[config.mk]
export PLATFORM = sky130hd
export DESIGN_NAME = serial_transmitter
export DESIGN_NICKNAME = d
export VERILOG_FILES = /design/src/rtl/serial_transmitter.sv
export SDC_FILE = /design/constraint.sdc
export NUM_CORES = 1
export LEC_CHECK = 0
export ABC_CLOCK_PERIOD_IN_PS = 3100
export BUFFER_PORTS_ARGS = -buffer_cell sky130_fd_sc_hd__buf_2
export CAP_MARGIN = 40
export CORE_MARGIN = 3
export CORE_UTILIZATION = 55
export DETAILED_ROUTE_END_ITERATION = 10
export HOLD_SLACK_MARGIN = 0.03
export PLACE_DENSITY_LB_ADDON = 0.08
export SYNTH_ARGS = -nofsm -noshare
export SYNTH_HDL_FRONTEND = slang
export SYNTH_SLANG_ARGS = --single-unit
[constraint.sdc]
create_clock -name clk -period 3.1 [get_ports clk]
set_input_delay 0.465 -clock clk [delete_from_list [all_inputs] [get_ports clk]]
set_output_delay 0.465 -clock clk [all_outputs]
set_load 0.005 [all_outputs]
[src/rtl/serial_transmitter.sv]
// rtl/serial_transmitter.sv - 7-bit odd-parity frame serializer (start, d[0..6], parity, stop) with valid/ready input buffer
// Optional macro SERIAL_TX_FIFO_EN replaces the single holding register with a FIFO_DEPTH-entry FIFO.
module serial_transmitter #(
   parameter int IDLE_GAP   = 0,
   parameter int FIFO_DEPTH = 4
) (
   input  logic       clk,
   input  logic       rstn,
   input  logic       in_valid,
   output logic       in_ready,
   input  logic [6:0] in_data,
   output logic       serial_out,
   output logic       busy,
   output logic       frame_done
);
   typedef enum logic [2:0] {IDLE, START, DATA, PARITY, STOP, GAP} state_t;

   localparam int         GAP_LAST_I = (IDLE_GAP > 0) ? IDLE_GAP - 1 : 0;
   localparam logic [3:0] GAP_LAST   = GAP_LAST_I[3:0];

   logic       push;
   logic       pop;
   logic       buf_empty;
   logic [6:0] buf_data;

   state_t     state, state_n;
   logic [6:0] shift, shift_n;
   logic       parity, parity_n;
   logic [2:0] bit_cnt, bit_cnt_n;
   logic [3:0] gap_cnt, gap_cnt_n;
   logic       line_n;
   logic       frame_end;

   assign push = in_valid && in_ready;

`ifdef SERIAL_TX_FIFO_EN
   localparam int             PTR_W = $clog2(FIFO_DEPTH);
   localparam logic [PTR_W:0] DEPTH = FIFO_DEPTH[PTR_W:0];

   logic [6:0]       mem [FIFO_DEPTH];
   logic [PTR_W-1:0] wr_ptr, rd_ptr;
   logic [PTR_W:0]   count;

   assign in_ready  = (count < DEPTH);
   assign buf_empty = (count == '0);
   assign buf_data  = mem[rd_ptr];

   always_ff @(posedge clk) begin
      if (push) mem[wr_ptr] <= in_data;
   end

   // Power-of-2 depth lets the pointers wrap by plain overflow.
   always_ff @(posedge clk or negedge rstn) begin
      if (!rstn) begin
         wr_ptr <= '0;
         rd_ptr <= '0;
         count  <= '0;
      end else begin
         if (push) wr_ptr <= wr_ptr + 1'b1;
         if (pop)  rd_ptr <= rd_ptr + 1'b1;
         case ({push, pop})
            2'b10:   count <= count + 1'b1;
            2'b01:   count <= count - 1'b1;
            default: count <= count;
         endcase
      end
   end
`else
   logic       hold_valid;
   logic [6:0] hold_data;

   assign in_ready  = !hold_valid;
   assign buf_empty = !hold_valid;
   assign buf_data  = hold_data;

   always_ff @(posedge clk or negedge rstn) begin
      if (!rstn) begin
         hold_valid <= 1'b0;
         hold_data  <= '0;
      end else if (push) begin
         hold_valid <= 1'b1;
         hold_data  <= in_data;
      end else if (pop) begin
         hold_valid <= 1'b0;
      end
   end
`endif

   // serial_out is registered, so each branch sets the line level for the state being entered.
   always_comb begin
      state_n   = state;
      shift_n   = shift;
      parity_n  = parity;
      bit_cnt_n = bit_cnt;
      gap_cnt_n = gap_cnt;
      line_n    = 1'b1;
      pop       = 1'b0;
      frame_end = 1'b0;
      case (state)
         IDLE: begin
            if (!buf_empty) begin
               state_n = START;
               pop     = 1'b1;
               line_n  = 1'b0;
            end
         end
         START: begin
            state_n   = DATA;
            bit_cnt_n = 3'd0;
            line_n    = shift[0];
         end
         DATA: begin
            if (bit_cnt == 3'd6) begin
               state_n = PARITY;
               line_n  = parity;
            end else begin
               bit_cnt_n = bit_cnt + 3'd1;
               shift_n   = shift >> 1;
               line_n    = shift[1];
            end
         end
         PARITY: state_n = STOP;
         STOP: begin
            if (IDLE_GAP > 0) begin
               state_n   = GAP;
               gap_cnt_n = 4'd0;
            end else begin
               frame_end = 1'b1;
            end
         end
         GAP: begin
            if (gap_cnt == GAP_LAST) frame_end = 1'b1;
            else                     gap_cnt_n = gap_cnt + 4'd1;
         end
         default: state_n = IDLE;
      endcase
      if (frame_end) begin
         if (!buf_empty) begin
            state_n = START;
            pop     = 1'b1;
            line_n  = 1'b0;
         end else begin
            state_n = IDLE;
         end
      end
      if (pop) begin
         shift_n  = buf_data;
         parity_n = ~^buf_data;
      end
   end

   always_ff @(posedge clk or negedge rstn) begin
      if (!rstn) begin
         state      <= IDLE;
         shift      <= '0;
         parity     <= 1'b0;
         bit_cnt    <= '0;
         gap_cnt    <= '0;
         serial_out <= 1'b1;
      end else begin
         state      <= state_n;
         shift      <= shift_n;
         parity     <= parity_n;
         bit_cnt    <= bit_cnt_n;
         gap_cnt    <= gap_cnt_n;
         serial_out <= line_n;
      end
   end

   assign busy       = (state != IDLE);
   assign frame_done = (state == STOP);

endmodule

Yosys cells after proc, flatten, opt, wreduce, memory -nomap -nowiden
Index checks and enable logic that the tools add are counted.
{"block": "totals", "regBits": 27, "latchBits": 0, "ram_bits": 0, "mem_bits_ro": 0, "out_inout_bits": 4, "elab_cells": 59, "memories": 0}
{"block": "classes", "add_sub_neg": 2, "mul": 0, "n_div": 0, "magnitude_cmp": 0, "eq_ne": 11, "shifts": 0, "muxes": 23, "bitwise": 1, "n_reduce_logical": 14}
{"operator": "$mux 7", "count": 3}
{"operator": "$pmux 3 s5", "count": 1}
{"operator": "$mux 1", "count": 12}
{"operator": "$mux 3", "count": 4}
{"operator": "$eq 3x3->1 const B", "count": 3}
{"operator": "$reduce_xnor 7->1", "count": 1}
{"operator": "$eq 3x2->1 const B", "count": 2}
{"operator": "$ne 3x3->1 const B", "count": 2}
{"operator": "$pmux 3 s2", "count": 1}
{"operator": "$reduce_and 2->1", "count": 3}
{"operator": "$reduce_bool 2->1", "count": 3}
{"operator": "$add 4x1->4 const B", "count": 1}
{"operator": "$logic_not 4->1", "count": 1}
{"operator": "$ne 2x2->1 const B", "count": 2}
{"operator": "$add 3x1->3 const B", "count": 1}
{"operator": "$eq 3x1->1 const B", "count": 1}
{"operator": "$logic_not 3->1", "count": 1}
{"operator": "$pmux 1 s3", "count": 1}
{"operator": "$reduce_and 3->1", "count": 1}
{"operator": "$reduce_bool 3->1", "count": 1}
{"operator": "$ne 2x1->1 const B", "count": 1}
{"operator": "$pmux 1 s2", "count": 1}
{"operator": "$reduce_or 2->1", "count": 1}
{"operator": "$logic_and 1x1->1", "count": 1}
{"operator": "other kinds (2)", "count": 2}

Depth between registers and ports, before layout
{"block": "depth", "word_depth": 6, "mapped_depth": 7}

Least setup slack after synthesis
OpenSTA, ideal clock, no wires.
{"block": "synth_timing", "path_type": "reg2reg", "from": "register gap_cnt[0]", "to": "register gap_cnt[1]", "setup_ps": 125, "arrival_ps": 1460, "path_slack_ps": 1515, "stages_incl_launch_ff": 6, "path_buffers": 0, "period_less_slack_ps": 1585, "path_cell_list": "dfrtp_1 -> inv_1 -> ha_1 -> or3b_1 -> and3_4 -> mux2_4"}
{"block": "synth_between", "elab_chain_cells": 3, "word_cells_on_any_way": 4, "classes_between": "1 x add/sub; 1 x bitwise; 2 x reduce/logical"}
{"element": "start, declared", "line": "30", "text": "logic [3:0] gap_cnt, gap_cnt_n;"}
{"element": "start signal, assigned", "line": "165", "text": "gap_cnt <= gap_cnt_n;"}
{"element": "branches (longest 3 deep; another with $add 4x1->4)"}
Several ways; the timed one is not identified.
A chain may end at the register's enable or synchronous reset.

Worst setup path after layout
{"block": "layout_timing", "from": "register state[0]", "to": "output port busy"}
{"block": "layout_between", "elab_chain_cells": 1}
{"element": "start, declared", "line": "26", "text": "state_t state, state_n;"}
{"element": "start signal, assigned", "line": "161", "text": "state <= state_n;"}
{"element": "$reduce_bool 3->1", "line": "170", "text": "assign busy = (state != IDLE);"}
{"element": "end, declared", "line": "13", "text": "output logic busy,"}
Every way passes these cells.

==> impl_metrics.env <==
export IMPL_start_util_pct=61.26
export IMPL_wl_per_cell_um=15.91
export IMPL_ys_warn_count=0
export IMPL_rows=17
export IMPL_slew_violations=0
export IMPL_vias=1024
export IMPL_final_common_cell="dfrtp_1"
export IMPL_cp_top_family="flip-flops"
export IMPL_clockBufferDepth=2
export IMPL_post_route_cells_drive_above_1_share_pct=21.58
export IMPL_cts_max_level=1
export IMPL_cts_tree="done"
export IMPL_hold_class="input pin to asynchronous set/reset pin"
export IMPL_fillers=179
export IMPL_ant_nets=0
export IMPL_syn_nets=146
export IMPL_ys_async_sr_fraction_pct=100.0
export IMPL_via_per_inst=6.132
export IMPL_drv_cap=0
export IMPL_grt_pass1_wl_um=4567
export IMPL_slowest_stage="dfrtp_1"
export IMPL_area_delta_synth_final_pct=5.363
export IMPL_crit_chain="or3_1 > buf_2"
export IMPL_cp_start_kind="register"
export IMPL_die_y_um=57.28
export IMPL_crit_buf_inv=1
export IMPL_antenna_found_initial=0
export IMPL_cts_setup_buffers=0
export IMPL_yosysTopAreaCell="dfrtp_1"
export IMPL_drc=0
export IMPL_yosysSeqAreaShare_pct=46.80
export IMPL_rsz0062_at_grt="no"
export IMPL_powerDensity_nw_per_um2=992.9
export IMPL_netlist_instances=132
export IMPL_clock_skew_ps=8.244
export IMPL_boundaryPins=14
export IMPL_synth_area_per_cell_um2=10.96
export IMPL_grt_max_degree=28
export IMPL_finish_utilization_pct=64.55
export IMPL_grt_use_total_pct=17.76
export IMPL_layout_common_cells="dfrtp_1, buf_2, o21ai_1"
export IMPL_post_cts_resized=0
export IMPL_cts_hold_buf=0
export IMPL_peakVddDrop_v=0.0007546
export IMPL_synth_area_top_cells="dfrtp_1, mux2_2, a211oi_1"
export IMPL_insertion_delay_ps=330
export IMPL_finalCritPeriodShare_pct=62.83
export IMPL_path_clk_slew_ps=150
export IMPL_finalSetupTns_ps=0
export IMPL_cellLeakagePower_uw=0.0006648
export IMPL_io_buffers=13
export IMPL_worst_ep_required_time_ps=2630
export IMPL_totalWireLength_um=2657
export IMPL_dp_hpwl_um=1915
export IMPL_crit_fanout=18
export IMPL_coreArea_um2=2361
export IMPL_netlist_area_um2=1446
export IMPL_arrival_ps=1480
export IMPL_place_gp_congestion=0.7958
export IMPL_worstMarginPinSlew_ps=669.9
export IMPL_drtIter0Drc=38
export IMPL_n_antenna_cell=0
export IMPL_overflow=0
export IMPL_path_class="register to primary output"
export IMPL_cts_root_buf="clkbuf_4"
export IMPL_cts_buffers=3
export IMPL_synth_main_ff_cell="dfrtp_1"
export IMPL_ys_ff_latch=27
export IMPL_grt_pass1_vias=969
export IMPL_finalHoldViolations=0
export IMPL_drt_pass1_iter_count=4
export IMPL_die_w_um=57.28
export IMPL_setup_violations=0
export IMPL_final_min_clock_period_ps=1948
export IMPL_endpoint_kind="primary output"
export IMPL_status="finished, final reports clean"
export IMPL_synth_top_area_share_pct=44.98
export IMPL_final_nets=154
export IMPL_cpPeakStageDelay_ps=610
export IMPL_synth_edf_count=0
export IMPL_synth_distinct_cells=40
export IMPL_dieArea_um2=3281
export IMPL_fmax_mhz=513.4
export IMPL_slew_headroom_pct=55.25
export IMPL_cts_sinks=27
[where the power goes]
| part | internal, uW | switching (uW) |
|---|---|---|
| clock | 49.4 | 108 |
| sequential | 506 | 169 |
| combinational | 381 | 301 |
| total | 936 | 577 |
[layer usage]
layer / vias up / track usage (%) / routed length [um]
li1: 496 / - / -
met1: 499 / 27.17 / 1353
met2: 27 / 25.77 / 1183
met3: 2 / 2.036 / 108
met4: 0 / 6.623 / 12
met5: - / 0 / 0
[metrics by stage]
step                      area, um^2  power (uW)  worst slack [ps]  hold WS (ps)  std cells
after floorplan                 1446        1241              1515         169.4        132
after global placement          1494        1345              1396         494.6        163
after detailed placement        1494        1363              1325         503.4        163
after CTS                       1524        1521              1137         122.8        167
after global routing            1524        1634              1045         141.4        167
final                           1524        1513              1152         114.5        167
[flip-flops by register name (all words and copies together) (netlist names)]
signal and count:
hold_valid 1, serial_out 1, state 3, bit_cnt 3, buf_data 7, parity 1, shift 7, gap_cnt 4
[synthesized netlist by cell type, drive strengths merged (3+ instances only)]
library cell,number
a21oi,4
a31oi,7
o21ai,10
xnor2,3
a211oi,7
mux2,9
nand2b,4
nand2,5
dfrtp,26
or3b,3
nand3,7
buf,8
ha,4
inv,7
[final cells by class]
cell class	instances	area (um^2)	share of cell area (%)
sequential	27	676.9	44.42
multi-input combinational	88	690.7	45.32
clock buffer	3	22.52	1.478
inverter	7	26.28	1.724
tap	28	35.03	2.299
clock inverter	1	7.507	0.4926
timing repair buffer	13	65.06	4.269
[kinds of logic after synthesis]
group | Yosys count | share of synthesized area, %
and+or+nand+nor | 32 | 14.53
buffers and inverters | 17 | 5.450
xor gates and xnor gates | 6 | 5.537
DFF | 27 | 46.80
AOI/OAI and AO/OA | 36 | 16.00
adders and majority gates | 4 | 3.460
muxes | 10 | 8.218
[worst paths after layout]
kind | startpoint | slack, ps | cells past startpoint | endpoint
max | state[0]$_DFFE_PN0P_ | 1150 | 2 | busy
min | rstn | 110 | 1 | gap_cnt[3]$_DFFE_PN0P_
max in group asynchronous | rstn | 2590 | 1 | bit_cnt[2]$_DFFE_PN0P_
min in group clk | in_data[6] | 340 | 3 | buf_data[6]$_DFFE_PN0P_
min reg2reg | bit_cnt[0]$_DFFE_PN0P_ | 520 | 1 | bit_cnt[0]$_DFFE_PN0P_
max reg2reg | gap_cnt[0]$_DFFE_PN0P_ | 1300 | 5 | parity$_DFFE_PN0P_
Note: power is estimated with default switching activity, not from simulation.
